--- src/rtl/grid_cursor_engine.sv ---
// grid_cursor_engine: cursor movement, blink timer and registered frame
// renderer for the MinOS virtual display grid.
//
// Event strobe semantics: button_pressed is a single-cycle valid with no ready
// (the engine always accepts). Every cycle in which button_pressed=1 is one
// event carrying button_index. A strobe held high for N cycles is N events.
// Indices at or above 4*NUM_CURSORS are accepted and discarded.
module grid_cursor_engine #(
   parameter int GRID_W      = 8,
   parameter int GRID_H      = 8,
   parameter int NUM_CURSORS = 2,
   parameter int BLINK_TICKS = 100000000,
   parameter int WRAP        = 0,
   parameter logic [NUM_CURSORS*8-1:0] CURSOR_INIT  = {8'd14, 8'd9},
   parameter logic [NUM_CURSORS*8-1:0] CURSOR_COLOR = {8'h15, 8'h3F}
) (
   input  logic                         CLK,
   input  logic                         RST_N,
   input  logic                         button_pressed,
   input  logic [7:0]                   button_index,
   output logic [GRID_W*GRID_H*8-1:0]   display,
   output logic [NUM_CURSORS*8-1:0]     cursor_pos,
   output logic [7:0]                   beat_count,
   output logic                         collision
);

   localparam int CELLS     = GRID_W * GRID_H;
   localparam int CORNER_TR = GRID_W - 1;
   localparam int CORNER_BL = (GRID_H - 1) * GRID_W;
   localparam int TICK_W    = (BLINK_TICKS > 1) ? $clog2(BLINK_TICKS) : 1;

   localparam logic [TICK_W-1:0] TICK_LAST   = TICK_W'(BLINK_TICKS - 1);
   localparam logic [7:0]        W8          = 8'(GRID_W);
   localparam logic [7:0]        H8          = 8'(GRID_H);
   localparam logic [7:0]        EVENT_LIMIT = 8'(4 * NUM_CURSORS);

   // Event decode: index = 4*cursor + direction.
   logic       ev_valid;
   logic [5:0] ev_sel;
   logic [1:0] ev_dir;

   logic [NUM_CURSORS*8-1:0]   cursor_pos_next;
   logic [GRID_W*GRID_H*8-1:0] display_next;
   logic                       collision_next;

   logic [TICK_W-1:0] tick_cnt;
   logic              tick_last;
   logic              blink;

   assign ev_valid  = button_pressed && (button_index < EVENT_LIMIT);
   assign ev_sel    = button_index[7:2];
   assign ev_dir    = button_index[1:0];
   assign tick_last = (tick_cnt == TICK_LAST);

   // One step of a cursor in direction dir (0 left, 1 right, 2 up, 3 down).
   // At an edge the move is dropped (clamp) or lands on the opposite edge (wrap).
   function automatic logic [7:0] move_cell(input logic [7:0] pos,
                                            input logic [1:0] dir);
      logic [7:0] col;
      logic [7:0] row;
      col = pos % W8;
      row = pos / W8;
      case (dir)
         2'd0: begin
            if (col != 8'd0)       col = col - 8'd1;
            else if (WRAP != 0)    col = W8 - 8'd1;
         end
         2'd1: begin
            if (col != W8 - 8'd1)  col = col + 8'd1;
            else if (WRAP != 0)    col = 8'd0;
         end
         2'd2: begin
            if (row != 8'd0)       row = row - 8'd1;
            else if (WRAP != 0)    row = H8 - 8'd1;
         end
         default: begin
            if (row != H8 - 8'd1)  row = row + 8'd1;
            else if (WRAP != 0)    row = 8'd0;
         end
      endcase
      return row * W8 + col;
   endfunction

   // Next cursor positions: only the addressed cursor moves.
   always_comb begin
      cursor_pos_next = cursor_pos;
      for (int k = 0; k < NUM_CURSORS; k++) begin
         if (ev_valid && (ev_sel == 6'(k))) begin
            cursor_pos_next[8*k +: 8] = move_cell(cursor_pos[8*k +: 8], ev_dir);
         end
      end
   end

   // Cursor position register.
   always_ff @(posedge CLK or negedge RST_N) begin
      if (!RST_N) begin
         cursor_pos <= CURSOR_INIT;
      end else begin
         cursor_pos <= cursor_pos_next;
      end
   end

   // Blink timer: on terminal count, wrap the tick counter, toggle blink, bump beat.
   always_ff @(posedge CLK or negedge RST_N) begin
      if (!RST_N) begin
         tick_cnt   <= '0;
         blink      <= 1'b0;
         beat_count <= 8'd0;
      end else if (tick_last) begin
         tick_cnt   <= '0;
         blink      <= ~blink;
         beat_count <= beat_count + 8'd1;
      end else begin
         tick_cnt   <= tick_cnt + TICK_W'(1);
      end
   end

   // Frame render from registered state: corner markers first, then cursors
   // from highest to lowest index so the lowest-numbered cursor wins a shared cell.
   always_comb begin
      display_next = '0;
      for (int i = 0; i < CELLS; i++) begin
         if (blink) begin
            if (i == 0)              display_next[8*i +: 8] = 8'h30;
            else if (i == CORNER_TR) display_next[8*i +: 8] = 8'h0C;
            else if (i == CORNER_BL) display_next[8*i +: 8] = 8'h03;
         end
         for (int k = NUM_CURSORS - 1; k >= 0; k--) begin
            if (cursor_pos[8*k +: 8] == 8'(i)) begin
               display_next[8*i +: 8] = CURSOR_COLOR[8*k +: 8];
            end
         end
      end
   end

   // Collision: any pair of cursors on the same cell.
   always_comb begin
      collision_next = 1'b0;
      for (int j = 0; j < NUM_CURSORS; j++) begin
         for (int k = j + 1; k < NUM_CURSORS; k++) begin
            if (cursor_pos[8*j +: 8] == cursor_pos[8*k +: 8]) begin
               collision_next = 1'b1;
            end
         end
      end
   end

   // Output registers for frame and collision flag (one cycle behind cursor_pos).
   always_ff @(posedge CLK or negedge RST_N) begin
      if (!RST_N) begin
         display   <= '0;
         collision <= 1'b0;
      end else begin
         display   <= display_next;
         collision <= collision_next;
      end
   end

endmodule
--- config.mk ---
export PLATFORM = sky130hd
export DESIGN_NAME = grid_cursor_engine
export DESIGN_NICKNAME = d
export VERILOG_FILES = /design/src/rtl/grid_cursor_engine.sv
export SDC_FILE = /design/constraint.sdc
export NUM_CORES = 1
export LEC_CHECK = 0
export CAP_MARGIN = 30
export CORE_MARGIN = 8
export CORE_UTILIZATION = 25
export DETAILED_ROUTE_END_ITERATION = 10
export PLACE_DENSITY = 0.64
export REMOVE_ABC_BUFFERS = 1
export SYNTH_ARGS = -nofsm -noshare
export SYNTH_HDL_FRONTEND = slang
export SYNTH_SLANG_ARGS = --single-unit
--- constraint.sdc ---
create_clock -name CLK -period 4.65 [get_ports CLK]
set_clock_uncertainty 0.1 [all_clocks]
set_input_delay 0.465 -clock CLK [delete_from_list [all_inputs] [get_ports CLK]]
set_output_delay 0.465 -clock CLK [all_outputs]
set_load 0.02 [all_outputs]
==> flow_summary.yaml <==
place:
  placed_area_um2: 13400
  dp_hpwl_um: 28700
  portBuffers: 419
  place_congestion: 0.839
clock_tree:
  cts.sinks: 187
  post_cts_resized: 0
  cts_buffer_depth: 2
  root_buffer: "clkbuf_16"
  cts_tree: "built"
  clk_pin_slew_ns: 0.09
  clk_latency_ns: 0.46
  cts_hold_buf: 0
  numCtsBuffers: 17
  post_cts_buffers: 0
  htreeDepth: 4
setup_path:
  crit_path_max_fanout: 8
  cp-endpoint: "cursor_pos[7]$_DFFE_PN0P_"
  end_kind: "flop"
  r2r_start: "cursor_pos[0]$_DFFE_PN1P_"
  r2r_end: "cursor_pos[7]$_DFFE_PN0P_"
  cpMaxStageDelayCell: "dfstp_2"
  crit_start: "cursor_pos[0]$_DFFE_PN1P_"
  max_stage_delay_ns: 0.65
  path_class: "flop to flop"
  start_kind: "flop"
  rr_worst_depth: 14
  crit_path_cell_trace: "inv_1, ha_1, or4_1, nor3_2, buf_4, a41o_1, ha_1, inv_1, fa_1, nand2b_1, o2bb2ai_1, a211oi_1, o22ai_1, o21ai_0"
  rrSetupSlack_ns: 0.89
  cp.arrival_ns: 4.05
  worstPathRequired_ns: 4.94
yosys:
  syn_area_um2: 10800
  synth_edf_count: 0
  async_flop_share_pct: 100
  yosys_warnings: 0
  yosys_most_used_dff: "dfrtp_1"
  synth_seq_cells: 187
  ys_types: 58
  synth-seq-area-share_pct: 43.4
  syn_inst: 1121
  synth_area_per_cell_um2: 9.63
routing:
  vias: 7891
  detail-route-antenna-nets: 0
  routed_wl_um: 36700
  first_iter_violations: 474
  wl_per_cell_um: 19.5
  firstDrtPassIters: 5
  via_per_inst: 4.20
  drc: 0
power:
  pwr-share-clk_pct: 36.5
  vdd_drop_max_mv: 0.186
  p_seq_share_pct: 41.9
  power_leakage_nw: 5.88
  power.switching_mw: 1.39
  power_frac_comb_pct: 21.6
  power_density_nw_per_um2: 300
  p_sw_share_pct: 33.2
  intPower_mw: 2.81
finish:
  fillers: 4362
  fin_area_um2: 14000
  areaGrowthSynthToFinish_pct: 29.5
  multi_input_area_um2: 3530
  seq_area_um2: 4690
  fin_nets: 1321
  final_layout_size_suffix_gt1_share_pct: 5.33
  antennaDiodeCount: 0
floorplanning:
  fp.dieH_um: 224
  row_count: 76
  die-width_um: 224
  core_um2: 42900
  start_util_pct: 25.2
  dieArea_um2: 50100
  ios: 548
grt:
  grtUsageTotal_pct: 13.9
  grt_pass1_wl_um: 52800
  grt_pass1_vias: 8288
  grt_max_degree: 111
  grt_overflow: 0
  antenna_found_initial: 1
timing:
  tightest_slew_ns: 0.991
  period_needed_ns: 3.76
  fmaxAchievable_mhz: 266
  finalSetupViolCount: 0
  drv_slew: 0
  min_period_over_period_pct: 80.9
  slew_headroom_pct: 33.7
  rsz0062_at_grt: "false"
  whs_ns: 0.0284
  hold_viol: 0
  fin_tns_setup_ns: 0
worst_hold_path:
  min_path_type: "input pin to async pin"
flow_run:
  drv_cap: 0
outcome:
  status: "completed"
[worst min path at each step]
stage	end	cells after the start
2_1_floorplan	beat_count[0]$_DFFE_PN0N_	0
3_3_place_gp	beat_count[7]$_DFFE_PN0N_	1
3_5_place_dp	beat_count[7]$_DFFE_PN0N_	1
4_1_cts	tick_cnt[4]$_DFF_PN0_	1
5_1_grt	tick_cnt[4]$_DFF_PN0_	1
6_report	tick_cnt[21]$_DFF_PN0_	1
[cell usage in the layout (no fill, tap or decap), types with 5 or more instances in the layout]
master / count
clkdlybuf4s50_1: 418
dfrtp_1: 182
conb_1: 128
nor2_1: 103
o22ai_1: 66
nand2_1: 57
o21ai_0: 34
xnor2_1: 33
nand3_1: 29
ha_1: 26
inv_1: 20
clkbuf_16: 17
a21oi_1: 14
nor3_1: 13
nand4_1: 13
xor2_1: 12
buf_4: 11
and3_1: 10
and4_1: 7
nand2b_1: 6
mux2i_1: 5
dfstp_2: 5
[power groups by stage]
stage / logic, mW / clock network (mW) / registers, mW
floorplan: 0.322 / 0 / 1.90
global placement: 0.888 / 0 / 1.79
detailed placement: 0.913 / 0 / 1.79
CTS: 0.916 / 1.58 / 1.76
global route: 0.969 / 1.64 / 1.77
finish: 0.905 / 1.53 / 1.76
[flip-flops by register name (all words and copies together) (netlist names)]
signal / count
display: 134
tick_cnt: 27
cursor_pos: 16
beat_count: 8
blink: 1
collision: 1
[metrics by stage]
| stage | utilization, % | power (mW) | setup WS [ns] | cells |
|---|---|---|---|---|
| 6_report | 32.6 | 4.20 | 0.887 | 1880 |
| 5_1_grt | 32.6 | 4.38 | 0.588 | 1880 |
| 4_1_cts | 32.6 | 4.26 | 0.897 | 1880 |
| 3_5_place_dp | 31.2 | 2.70 | 0.841 | 1848 |
| 3_3_place_gp | 31.1 | 2.67 | 0.924 | 1846 |
| 2_1_floorplan | - | 2.23 | 1.14 | 830 |
[Yosys cell counts, drive strengths merged, types with 14 or more instances]
master	number	share of area, %
ha	26	3.0
nand2	60	2.1
clkbuf	33	1.1
nor2	103	3.6
inv	20	0.70
buf	385	27
a21oi	14	0.65
dfrtp	182	42
xnor2	33	2.7
nor3	16	0.88
nand3	31	1.4
o21ai	34	1.6
o22ai	66	3.8
[cells by family after synthesis]
logic type / count (synthesis) / share of synthesized area, %
xor+xnor: 45 / 3.65
flops: 187 / 43.4
compound gates: 141 / 8.27
buf+inv: 439 / 28.5
fa+ha+maj: 28 / 3.38
simple gates: 274 / 12.2
other cells: 1 / 0.0347
mux: 6 / 0.568
[per-layer routing]
layer / up-vias / global-route usage [%] / wire [um]
met5: - / 0 / 0
met4: 0 / 5.01 / 885
met3: 35 / 3.82 / 2640
met2: 392 / 25.0 / 19000
met1: 3922 / 15.6 / 14200
li1: 3542 / - / -
[critical path, delay by kind of cell (launching register included)]
kind / cells / cell delay, ns
AND/OR/NAND/NOR: 3 / 0.91
AO/OA/AOI/OAI: 5 / 0.85
adder cells (fa/ha/maj): 3 / 0.84
flip-flops: 1 / 0.65
buffers and inverters: 3 / 0.36
[final cells by class]
class	instances	area share [%]
Sequential cell	187	33.5
Timing Repair Buffer	433	31.1
Multi-Input combinational cell	622	25.2
Tap cell	585	5.23
Clock buffer	18	3.07
Clock inverter	14	1.29
Inverter	21	0.563
(Power assumes the default switching activity.)
